## config.mk

```make
export PLATFORM = sky130hd
export DESIGN_NAME = pc_gen
export DESIGN_NICKNAME = d
export VERILOG_FILES = /design/src/rtl/pc_pkg.sv /design/src/rtl/pc_next_sel.sv /design/src/rtl/pc_gen.sv
export SDC_FILE = /design/constraint.sdc
export NUM_CORES = 1
export LEC_CHECK = 0
export CAP_MARGIN = 5
export CORE_MARGIN = 5
export CORE_UTILIZATION = 63
export DETAILED_ROUTE_END_ITERATION = 12
export DONT_BUFFER_PORTS = 1
export GPL_TIMING_DRIVEN = 0
export PLACE_DENSITY_LB_ADDON = 0.2
export RECOVER_POWER = 50
export SYNTH_ARGS = -nofsm -noshare
export SYNTH_HDL_FRONTEND = slang
export SYNTH_SLANG_ARGS = --single-unit
```

## constraint.sdc

```tcl
create_clock -name clk -period 2.3 [get_ports clk]
set_input_delay 0.575 -clock clk [delete_from_list [all_inputs] [get_ports clk]]
set_output_delay 0.575 -clock clk [all_outputs]
set_load 0.02 [all_outputs]
```

## src/rtl/pc_pkg.sv

```systemverilog
// pc_pkg: shared types and constants for the program-counter generator.
//   pc_state_t : front-end FSM states (BOOT, RUN, HALT)
//   DEF_*      : default PC width, step, vectors and counter width
//   align_lsb  : number of PC low bits forced to zero by alignment
// Optional feature macro: PC_TRAP_EN (trap constants are used only then).
package pc_pkg;

    typedef enum logic [1:0] {
        BOOT = 2'd0,
        RUN  = 2'd1,
        HALT = 2'd2
    } pc_state_t;

    localparam int          DEF_XLEN      = 32;
    localparam int          DEF_STEP      = 4;
    localparam int          DEF_CNT_W     = 16;
    localparam logic [31:0] DEF_RESET_VEC = 32'h0000_0000;
    localparam logic [31:0] DEF_TRAP_VEC  = 32'h0000_0004;

    // ALIGN_LSB helper: STEP is a power of two, so its log2 is the count
    // of address bits that must be zero in every fetched PC.
    function automatic int align_lsb(input int step);
        return $clog2(step);
    endfunction

endpackage

```

## src/rtl/pc_next_sel.sv

```systemverilog
// pc_next_sel: combinational next-PC priority mux.
//   cur_pc         in  : PC currently presented on the request port
//   redirect_valid in  : load redirect_pc (already gated by the caller)
//   redirect_pc    in  : redirect target, possibly misaligned
//   advance        in  : a request fired and the pipeline is not stalled
//   trap_valid     in  : take trap (PC_TRAP_EN builds only)
//   next_pc        out : PC for the next cycle
//   misalign       out : a taken redirect had nonzero low alignment bits
// Priority, highest first: trap (PC_TRAP_EN) > redirect > advance > hold.
// Optional feature macro: PC_TRAP_EN.
module pc_next_sel
    import pc_pkg::*;
#(
    parameter int XLEN = DEF_XLEN,
    parameter int STEP = DEF_STEP
`ifdef PC_TRAP_EN
    ,
    parameter logic [XLEN-1:0] TRAP_VEC = XLEN'(DEF_TRAP_VEC)
`endif
) (
    input  logic [XLEN-1:0] cur_pc,
    input  logic            redirect_valid,
    input  logic [XLEN-1:0] redirect_pc,
    input  logic            advance,
`ifdef PC_TRAP_EN
    input  logic            trap_valid,
`endif
    output logic [XLEN-1:0] next_pc,
    output logic            misalign
);

    localparam int ALIGN_LSB = align_lsb(STEP);
    // Ones in the low ALIGN_LSB bits; all zero when STEP is 1.
    localparam logic [XLEN-1:0] LOW_MASK = {XLEN{1'b1}} >> (XLEN - ALIGN_LSB);

    always_comb begin
        next_pc  = cur_pc;
        misalign = 1'b0;
        if (redirect_valid) begin
            next_pc  = redirect_pc & ~LOW_MASK;
            misalign = |(redirect_pc & LOW_MASK);
        end else if (advance) begin
            // Wraps modulo 2^XLEN with no flag.
            next_pc = cur_pc + XLEN'(STEP);
        end
`ifdef PC_TRAP_EN
        // Assigned last so a trap overrides a simultaneous redirect.
        if (trap_valid) begin
            next_pc  = TRAP_VEC;
            misalign = 1'b0;
        end
`endif
    end

endmodule

```

## src/rtl/pc_gen.sv

```systemverilog
// pc_gen: program-counter generator for the instruction-fetch front end.
//   clk, rst (async, active-low)
//   en             in  : global run enable
//   stall          in  : blocks sequential advance (fired requests still count)
//   redirect_valid in  : load redirect_pc (low alignment bits cleared)
//   redirect_pc    in  : redirect target
//   req_ready      in  : fetch side accepts the request
//   trap_valid     in  : take trap (PC_TRAP_EN only)
//   epc            out : PC captured at trap (PC_TRAP_EN only)
//   req_valid      out : fetch request valid
//   req_pc         out : fetch request address
//   ce             out : front end active (set when leaving BOOT)
//   misalign       out : one-cycle pulse after a misaligned redirect
//   req_cnt        out : accepted-request count, wraps
//   fsm_state      out : current FSM state, for observation
// Handshake: a request fires when req_valid & req_ready on a rising edge;
// while req_valid & !req_ready, req_pc holds unless a redirect or trap
// replaces the pending request. All outputs are registered.
// Optional feature macro: PC_TRAP_EN.
module pc_gen
    import pc_pkg::*;
#(
    parameter int              XLEN      = DEF_XLEN,
    parameter int              STEP      = DEF_STEP,
    parameter logic [XLEN-1:0] RESET_VEC = XLEN'(DEF_RESET_VEC),
    parameter int              CNT_W     = DEF_CNT_W
`ifdef PC_TRAP_EN
    ,
    parameter logic [XLEN-1:0] TRAP_VEC  = XLEN'(DEF_TRAP_VEC)
`endif
) (
    input  logic             clk,
    input  logic             rst,
    input  logic             en,
    input  logic             stall,
    input  logic             redirect_valid,
    input  logic [XLEN-1:0]  redirect_pc,
    input  logic             req_ready,
`ifdef PC_TRAP_EN
    input  logic             trap_valid,
    output logic [XLEN-1:0]  epc,
`endif
    output logic             req_valid,
    output logic [XLEN-1:0]  req_pc,
    output logic             ce,
    output logic             misalign,
    output logic [CNT_W-1:0] req_cnt,
    output pc_state_t        fsm_state
);

    pc_state_t        state, state_d;
    logic             valid_d, ce_d;
    logic [CNT_W-1:0] cnt_d;
    logic [XLEN-1:0]  sel_pc;
    logic             sel_mis;
    logic             fire, active;

    assign fire      = req_valid & req_ready;
    // Redirects and traps are ignored in BOOT so the first fetch is
    // always the reset vector.
    assign active    = (state != BOOT);
    assign fsm_state = state;

    pc_next_sel #(
        .XLEN     (XLEN),
        .STEP     (STEP)
`ifdef PC_TRAP_EN
        ,
        .TRAP_VEC (TRAP_VEC)
`endif
    ) u_next_sel (
        .cur_pc         (req_pc),
        .redirect_valid (redirect_valid & active),
        .redirect_pc    (redirect_pc),
        .advance        (fire & ~stall),
`ifdef PC_TRAP_EN
        .trap_valid     (trap_valid & active),
`endif
        .next_pc        (sel_pc),
        .misalign       (sel_mis)
    );

    always_comb begin
        state_d = state;
        valid_d = req_valid;
        ce_d    = ce;
        cnt_d   = fire ? req_cnt + CNT_W'(1) : req_cnt;
        case (state)
            BOOT: begin
                if (en) begin
                    state_d = RUN;
                    valid_d = 1'b1;
                    ce_d    = 1'b1;
                end
            end
            RUN: begin
                // req_valid is always high in RUN, so with en low the
                // only way out is the fire of the pending request.
                if (!en && fire) begin
                    state_d = HALT;
                    valid_d = 1'b0;
                end
            end
            HALT: begin
                if (en) begin
                    state_d = RUN;
                    valid_d = 1'b1;
                end
            end
            default: begin
                state_d = BOOT;
                valid_d = 1'b0;
            end
        endcase
    end

    always_ff @(posedge clk or negedge rst) begin
        if (!rst) begin
            state     <= BOOT;
            req_pc    <= RESET_VEC;
            req_valid <= 1'b0;
            ce        <= 1'b0;
            misalign  <= 1'b0;
            req_cnt   <= '0;
        end else begin
            state     <= state_d;
            req_pc    <= sel_pc;
            req_valid <= valid_d;
            ce        <= ce_d;
            misalign  <= sel_mis;
            req_cnt   <= cnt_d;
        end
    end

`ifdef PC_TRAP_EN
    always_ff @(posedge clk or negedge rst) begin
        if (!rst) begin
            epc <= '0;
        end else if (trap_valid && active) begin
            epc <= req_pc;
        end
    end
`endif

endmodule

```

# Word level (Yosys, flattened, before mapping)
# Index checks and enable logic that the tools add are counted.
# word_totals
elab_cells,34
regBits,53
output_inout_bits,53
# op_classes
mux,9
n_addsub,2
reduce_logical,9
n_bitwise,4
n_eq_ne,4
# ops
cell,n
$mux W32,2
$add A32 B3 Y32 const B,1
$add A16 B1 Y16 const B,1
$mux W2,2
$pmux W2 S2,1
$reduce_and A2 Y1,2
$reduce_bool A2 Y1,2
$reduce_or A2 Y1,2
$and A1 B1 Y1,3
$mux W1,3
$eq A2 B1 Y1 const B,1
$eq A2 B2 Y1 const B,1
$logic_not A2 Y1,1
$ne A2 B1 Y1 const B,1
$ne A2 B2 Y1 const B,1
$pmux W1 S2,1
$logic_and A1 B1 Y1,1
$logic_not A1 Y1,1
$not A1 Y1,1

# Logic depth before layout (Yosys ltp)
# Gate-level depths: netlist of run 1.
# depth
ltp_word,4
depth_mapped,7
mapped_depth_nobuf,5

# Modules after synthesis
# From an unflattened synthesis of run 1, not the netlist that was laid out.
# hier_totals
hier_cells,283
hier_area_um2,2710.1
# by_module_without_submodules
mod,n_inst,cells_each,seq_area_each_um2,area_each_um2
pc_gen,1,104,1301.2,1654.1
pc_next_sel,1,179,0.0,1056.0

# Worst setup path before layout of run 1
# OpenSTA, ideal clock, no wires.
# synth_timing
kind,register -> register
start,register req_pc[2]
end,register req_pc[22]
t_required_ps,2218
setup_slack_ps,403
arrival_ps,1815
stages_incl_launch_ff,7
n_path_buf,1
period_less_slack_ps,1897
path_cell_list,dfrtp_1 ha_1 and4b_1 buf_4 nand4_2 or4_1 a31oi_1
# synth_between
elab_chain_len,3
# synth_lines
element,line,text
start: declaration,pc_gen.sv:44,"output logic [XLEN-1:0] req_pc,"
start signal: assignment,pc_gen.sv:127,req_pc <= sel_pc;
$add A32 B3 Y32,pc_next_sel.sv:44,next_pc = cur_pc + XLEN'(STEP);
$mux W32,pc_next_sel.sv:42,end else if (advance) begin
$mux W32,pc_next_sel.sv:39,if (redirect_valid) begin
# No other way between the ends. The select of a mux whose other input is x is not followed.
# A chain may end at the register's enable or synchronous reset.

# Worst setup path in the final report of run 1
# layout_timing
start,register req_pc[2]
end,register req_pc[30]
# Same word-level chain as after synthesis.

==> summary.txt, run 1 <==
STA
  – Pins Over Slew Limit: 0
  – Final setup fails: 0
  – Worst-margin pin slew: between 1 and 1.5 ns
  – Final period util: 0.9378
  – Rel. slew slack: 0.1760
  – Final clock skew: approximately 0.010 ns
  – Tmin final: 2.157 ns
  – Worst hold slack: between 0.3 and 0.4 ns
  – Final hold violations: 0
  – Unrepaired setup endpoints after global routing: no
  – Setup Total Neg Slack: 0 ns
  – Max Clk Rate: 0.4636 GHz

Worst setup path
  – Crit start category: flop
  – Setup crit end kind: flop
  – R2R depth: 6
  – RR Startpoint: req_pc[2]
  – CP max FO: 8
  – FF-to-FF setup slack: roughly 0.14 ns
  – CP required: between 2 and 3 ns
  – CP arrival: between 2 and 2.5 ns
  – R2R Path End: req_pc[30]
  – Setup Crit Path Kind: reg -> reg

Die
  – Die span in y: 75.36 µm
  – Core footprint: 4058 µm²
  – Starting Density: 0.6633
  – DIE AREA: 5679 µm²
  – FP Rows: 23
  – Die width: 75.36 µm
  – # IOs: 91

Synthesis
  – Most common flop cell mapped by yosys: dfrtp_1
  – Unique masters post-synth: 40
  – Sequential share of the synthesized area: 0.4742
  – YS warnings: 0
  – Mapped Cells: around 290
  – Flop and latch count out of synthesis: between 50 and 60
  – FFs w/ async S/R, synth: 1.000
  – Synth Area per Inst: approximately 9.4 µm²
  – Post-Syn Area: roughly 2700 µm²
  – EDFF count, synth: 0

Clock tree
  – TritonCTS clock tree: built
  – H-tree Lvls: 2
  – Later-pin clock latency in the skew report: 0.30 ns
  – TritonCTS buffer count: 5
  – CTS max path bufs: 2
  – Clk pin slew, worst setup/hold paths: 0.10 ns
  – Root buffer cell: clkbuf_8
  – Sink Count: 51
  – Post-CTS Setup Bufs: 0

Detailed routing
  – Via density per instance: approximately 6.6
  – WL per Instance: approximately 19 µm
  – DRT iter0 DRCs: 233
  – DRC: 0
  – Final ANT Viol Nets: 0
  – Drt pass-1 iters: 5
  – Via count of the routed design: 2,288
  – Total Wirelength: about 6700 µm

Cells and area
  – Final core occ: 0.7024
  – Fillers: approximately 320
  – Ratio of cells with drive above 1 in the final layout: 0.07797
  – Diode count: 0
  – Final #Nets: 335
  – Area delta synth->final: 5.904%
  – Fin area: about 2900 µm²

Power and ir drop
  – Worst VDD drop: approximately 0.65 mV
  – Pwr Density: approximately 1100 nW/µm²
  – Pleak: roughly 1.1 nW

Hold path
  – Hold path cells: 1
  – Hold WC Path Type: in -> reg
  – WHS Endpoint: fsm_state[1]
  – Min-Delay Startpoint: en

Global route
  – Gr ovfl total: 0
  – Number of global-route vias before repair: between 2,000 and 2,500
  – Initial antenna violation count: 0
  – Largest net degree at the start of global routing: 52
  – All-Layer GR Usage: 0.2440
  – First-pass GRT wire length: ~11,000 µm

Placed design
  – Final GP Congestion: approximately 0.8
  – I/O Buffers: 0
  – Final HPWL from detailed placement: approximately 4700 µm
  – Placed cell areas: about 2800 µm²

Flow run
  – Max_cap viols: 0

Status
  – Status: finished, final reports clean
-- synth_stat cells, types with 5 or more instances --
cell      number  area (µm²)
inv_1          5       18.77
a31oi_1       19       118.9
nand4_1        7       43.79
nand2_1       29       108.9
nand3_1       18       90.09
and3_1         8       50.05
o21ai_0       16       80.08
o31ai_1       12       90.09
clkbuf_1       7       26.28
or3_1          5       31.28
xnor2_1       15       131.4
dfrtp_1       51        1276
nor2_1        27       101.4
or4_1         12       90.09
xor2_1         9       78.83
-- placed cells by master (no fill, tap or decap), types with 2 or more instances in the layout --
cell,netlist,layout
dfrtp_2,0,4
and3_1,8,8
xnor2_1,15,15
and4_1,4,4
nand4_2,2,2
nand3_1,18,18
o41ai_1,2,2
nor3_1,4,4
nand4_1,7,7
clkbuf_8,0,5
or3_1,5,5
a21oi_1,4,4
or4b_1,2,2
xor2_1,9,9
dfrtp_1,51,47
clkbuf_1,7,7
buf_4,4,4
mux2i_1,2,2
o21ai_0,16,16
ha_1,2,2
or4_1,12,12
inv_1,5,5
conb_1,1,2
nor2_1,27,27
buf_2,4,4
o31ai_1,12,12
a31oi_1,19,19
nand2_1,29,29
nor4b_1,2,2
-- cell families after synthesis --
family	after synthesis	share of synthesized area
DFF	51	0.4742
xor gates and xnor gates	24	0.07811
and+or+nand+nor	128	0.2585
buffers and inverters	20	0.03534
other	1	0.001393
muxes	3	0.01162
adders and majority gates	2	0.009297
AOI/OAI and AO/OA	57	0.1316
-- worst max-delay path, cell delays in order (launching register included) --
cell and delay [ns]:
dfrtp_1 0.57, ha_1 0.21, and4b_1 0.19, buf_4 0.16
nand4_1 0.26, or4_1 0.50, a31oi_1 0.19
-- state kept, by name, summed over array words and instances, names as in the netlist --
name       flops
ce             1
fsm_state      2
misalign       1
req_cnt       16
req_pc        30
req_valid      1
-- where the power goes --
group / switching [mW] / internal (mW) / total, mW / leakage, nW
sequential: 0.689 / 1.14 / 1.83 / 0.613
combinational: 0.397 / 0.291 / 0.688 / 0.492
clock: 0.291 / 0.209 / 0.500 / 0.0440
-- area by class of cell --
type	instances	area (µm²)	share of cell area
sequential	51	1281	0.4495
multi-input combinational	216	1324	0.4644
timing repair buffer	1	5.005	0.001756
clock buffer	5	68.82	0.02414
clock inverter	2	13.76	0.004829
inverter	5	18.77	0.006585
buffer	15	76.32	0.02678
tap	50	62.56	0.02195
-- layer usage --
metal / GRT usage / part of all wire / up-vias
met1: 0.3081 / 0.41 / 1093
li1: - / - / 1069
met4: 0.1068 / 0.014 / 0
met3: 0.08707 / 0.11 / 8
met5: 0 / 0 / -
met2: 0.3797 / 0.47 / 118
-- stage by stage --
step / worst slack (ns) / instances / total power, mW
global placement: 0.1970 / 337 / 2.449
finish: 0.1431 / 345 / 3.015
floorplan: 0.4032 / 287 / 2.259
detailed placement: 0.1641 / 337 / 2.500
global route: 0.005337 / 345 / 3.226
CTS: 0.1666 / 345 / 3.014
-- worst max-delay path by stage --
stage / startpoint / end / slack, ns / depth (start not counted)
after floorplan: req_pc[2] / req_pc[22] / 0.40 / 6
final: req_pc[2] / req_pc[30] / 0.14 / 6
after CTS: req_pc[2] / req_pc[30] / 0.17 / 6
after global routing: req_pc[2] / req_pc[22] / 0.005 / 6
after detailed placement: stall / req_pc[29] / 0.16 / 6
after global placement: stall / req_pc[29] / 0.20 / 6
-- what timing repair did --
item                                    in CTS  in global routing
hold endpoints to repair                    51                  0
endpoints found under the setup margin       0                  3
resized for setup                            0                  4
hold buffers                                 1                  0
No activity file was read; power rests on OpenSTA's default activity.
==> run 2, diff against run 1 <==
ABC_AREA = 1   (was default)
CAP_MARGIN = 10   (was 5)
CORE_UTILIZATION = 64   (was 63)
REMOVE_ABC_BUFFERS = 1   (was default)
==> summary.txt, run 2 <==
Global route
  – Gr ovfl total: 0
  – First-pass GRT wire length: 14,320 µm
  – Number of global-route vias before repair: about 2,900
  – Largest net degree at the start of global routing: between 50 and 60
  – All-Layer GR Usage: 0.2482
  – Initial antenna violation count: 0

Worst setup path
  – Crit start category: flop
  – CP arrival: approximately 2.3 ns
  – Critical path, cell by cell: inv_1 -> nand2_1 -> nand2_8 -> nand2_8 -> inv_2 -> nor2_1 -> nand2_1 -> o21ai_1 -> nor2_2
  – Worst path max stage delay: ~0.48 ns
  – Crit-path slowest cell: dfrtp_1
  – R2R depth: 9
  – CP required: between 2 and 3 ns
  – RR Startpoint: fsm_state[1]
  – Worst setup path endpoint: req_pc[21]
  – Setup crit end kind: flop
  – Setup crit start: fsm_state[1]
  – CP max FO: between 50 and 60
  – FF-to-FF setup slack: 0.29 ns
  – Setup Crit Path Kind: reg -> reg
  – R2R Path End: req_pc[21]

Detailed routing
  – Via density per instance: 5.497
  – Via count of the routed design: 3,095
  – Drt pass-1 iters: 5
  – WL per Instance: between 10 and 15 µm
  – Final ANT Viol Nets: 0
  – DRT iter0 DRCs: around 190
  – Total Wirelength: approximately 8400 µm
  – DRC: 0

Power and ir drop
  – Pwr Density: 1250 nW/µm²
  – Internal power: around 2 mW
  – Worst VDD drop: around 0.85 mV
  – Sequential power share: 0.495
  – Pleak: between 1.5 and 2 nW
  – Total Power: about 4.4 mW
  – Logic pwr share: 0.383
  – Switching portion of total power: 0.5511
  – Clk pwr share: 0.122
  – Net Switching: 2.451 mW

STA
  – Final setup fails: 0
  – Tmin final: 2.013 ns
  – Worst-margin pin slew: around 1.3 ns
  – Final hold violations: 0
  – Max Clk Rate: around 0.50 GHz
  – Unrepaired setup endpoints after global routing: no
  – Setup Total Neg Slack: 0 ns
  – Setup WS post-layout: 0.2873 ns
  – Final clock skew: approximately 0.011 ns
  – Rel. slew slack: 0.1651
  – Pins Over Slew Limit: 0
  – Final period util: 0.8751

Synthesis
  – Post-Syn Area: between 3000 and 4000 µm²
  – Most numerous cell in the Yosys netlist: nand2_1
  – Synth cell count leaders: 150 x nand2_1, 63 x nor2_1, 55 x inv_1
  – Top cells by area, synth: dfrtp_1 37%, nand2_1 16%, nor2_1 6.9%
  – Synth area leader: dfrtp_1
  – Most common flop cell mapped by yosys: dfrtp_1
  – Flop and latch count out of synthesis: between 50 and 60
  – Sequential share of the synthesized area: 0.3710
  – EDFF count, synth: 0
  – YS warnings: 0
  – Synth Area per Inst: 6.963 µm²
  – Mapped Cells: ~490
  – FFs w/ async S/R, synth: 1.000
  – Unique masters post-synth: 37
  – Synth top area share: 0.3710

Placed design
  – Final GP Congestion: between 0.9 and 1
  – Pre-CTS setup slack: roughly 0.18 ns
  – Final HPWL from detailed placement: between 6000 and 7000 µm
  – I/O Buffers: 0

Cells and area
  – Final #Nets: around 530
  – Commonest non-fill, non-tap cell in the layout: nand2_1
  – Most frequent cells in the layout: 151 x nand2_1, 63 x nor2_1, 56 x inv_1, 51 x dfrtp_1, 36 x nand3_1
  – Final core occ: 0.6877
  – Fillers: 431
  – Max FFs per register: 30
  – Ratio of cells with drive above 1 in the final layout: 0.08316
  – Area delta synth->final: 3.419%
  – Largest register by flop count: req_pc
  – Diode count: 0

Clock tree
  – TritonCTS clock tree: built
  – Root buffer cell: clkbuf_8
  – Later-pin clock latency in the skew report: 0.32 ns
  – Sink Count: between 50 and 60
  – H-tree Lvls: 2
  – Clk pin slew, worst setup/hold paths: about 0.1 ns
  – Post-CTS Setup Bufs: 0
  – TritonCTS buffer count: 5
  – CTS max path bufs: 2

Hold path
  – Hold WC Path Type: in -> reg
  – Min-Delay Startpoint: redirect_pc[0]

Die
  – FP Rows: 26
  – Starting Density: 0.6650
  – Die span in y: between 80 and 90 µm
  – Die width: ~83 µm
  – # IOs: 91
  – Core footprint: between 5000 and 6000 µm²
  – DIE AREA: slightly below 7000 µm²

Flow run
  – Max_cap viols: 0

Status
  – Status: finished, final reports clean
[run 2: cells by family (layout without fill, tap and decap cells)]
family          Yosys count  after routing  share of synthesized area
other cells               1              2                   0.001090
flops                    51             51                     0.3710
simple gates            296            296                     0.4056
xor+xnor                 13             13                    0.03310
fa+ha+maj                 2              2                   0.007274
buf+inv                  72             70                    0.09021
compound gates           59             59                    0.09167
[run 2: area by class of cell]
class                           count  area (µm²)  share of cell area
Tap cell                           70       87.58             0.02462
Timing Repair Buffer                1       5.005            0.001407
Clock inverter                      3       22.52            0.006331
Inverter                           61       234.0             0.06578
Sequential cell                    51        1276              0.3588
Clock buffer                        5       68.82             0.01935
Multi-Input combinational cell    372        1863              0.5237
[run 2: timing repair]
item,4_1_cts,5_1_grt
setup endpoints to repair,0,1
hold endpoints to repair,51,0
resized for setup,0,1
hold buffers,1,0
[run 2: routing by layer]
metal,vias to the layer above,routed length [µm],global-route usage
met3,6,837,0.09802
met2,109,3962,0.3899
met4,0,48,0.04458
met5,-,0,0
met1,1426,3517,0.3271
li1,1554,-,-
[run 2: through the flow]
| step | cell area, µm² | std cells | hold slack [ns] |
|---|---|---|---|
| 2_1_floorplan | 3367 | 484 | 0.2794 |
| 3_3_place_gp | 3455 | 554 | 0.2806 |
| 3_5_place_dp | 3455 | 554 | 0.2807 |
| 4_1_cts | 3573 | 563 | 0.1116 |
| 5_1_grt | 3557 | 563 | 0.4174 |
| 6_report | 3557 | 563 | 0.4000 |
[run 2: worst min path at each step]
stage	endpoint	cells past startpoint
global route	req_pc[7]	2
floorplan	ce	0
CTS	req_cnt[0]	1
global placement	req_cnt[14]	0
detailed placement	req_cnt[14]	0
finish	misalign	2
[run 2: power by group through the flow]
| stage | Combinational [mW] | Sequential [mW] | Clock (mW) |
|---|---|---|---|
| 3_3_place_gp | 1.58 | 2.21 | 0 |
| 5_1_grt | 1.98 | 2.28 | 0.592 |
| 4_1_cts | 1.70 | 2.20 | 0.547 |
| 6_report | 1.70 | 2.20 | 0.545 |
| 3_5_place_dp | 1.65 | 2.22 | 0 |
| 2_1_floorplan | 1.36 | 2.05 | 0 |
[run 2: worst max-delay path: cells and delay by family, from the launching register on]
kind / cells / cell delay, ns
buffers and inverters: 2 / 0.47
DFF: 1 / 0.48
and+or+nand+nor: 6 / 0.91
AOI/OAI and AO/OA: 1 / 0.06
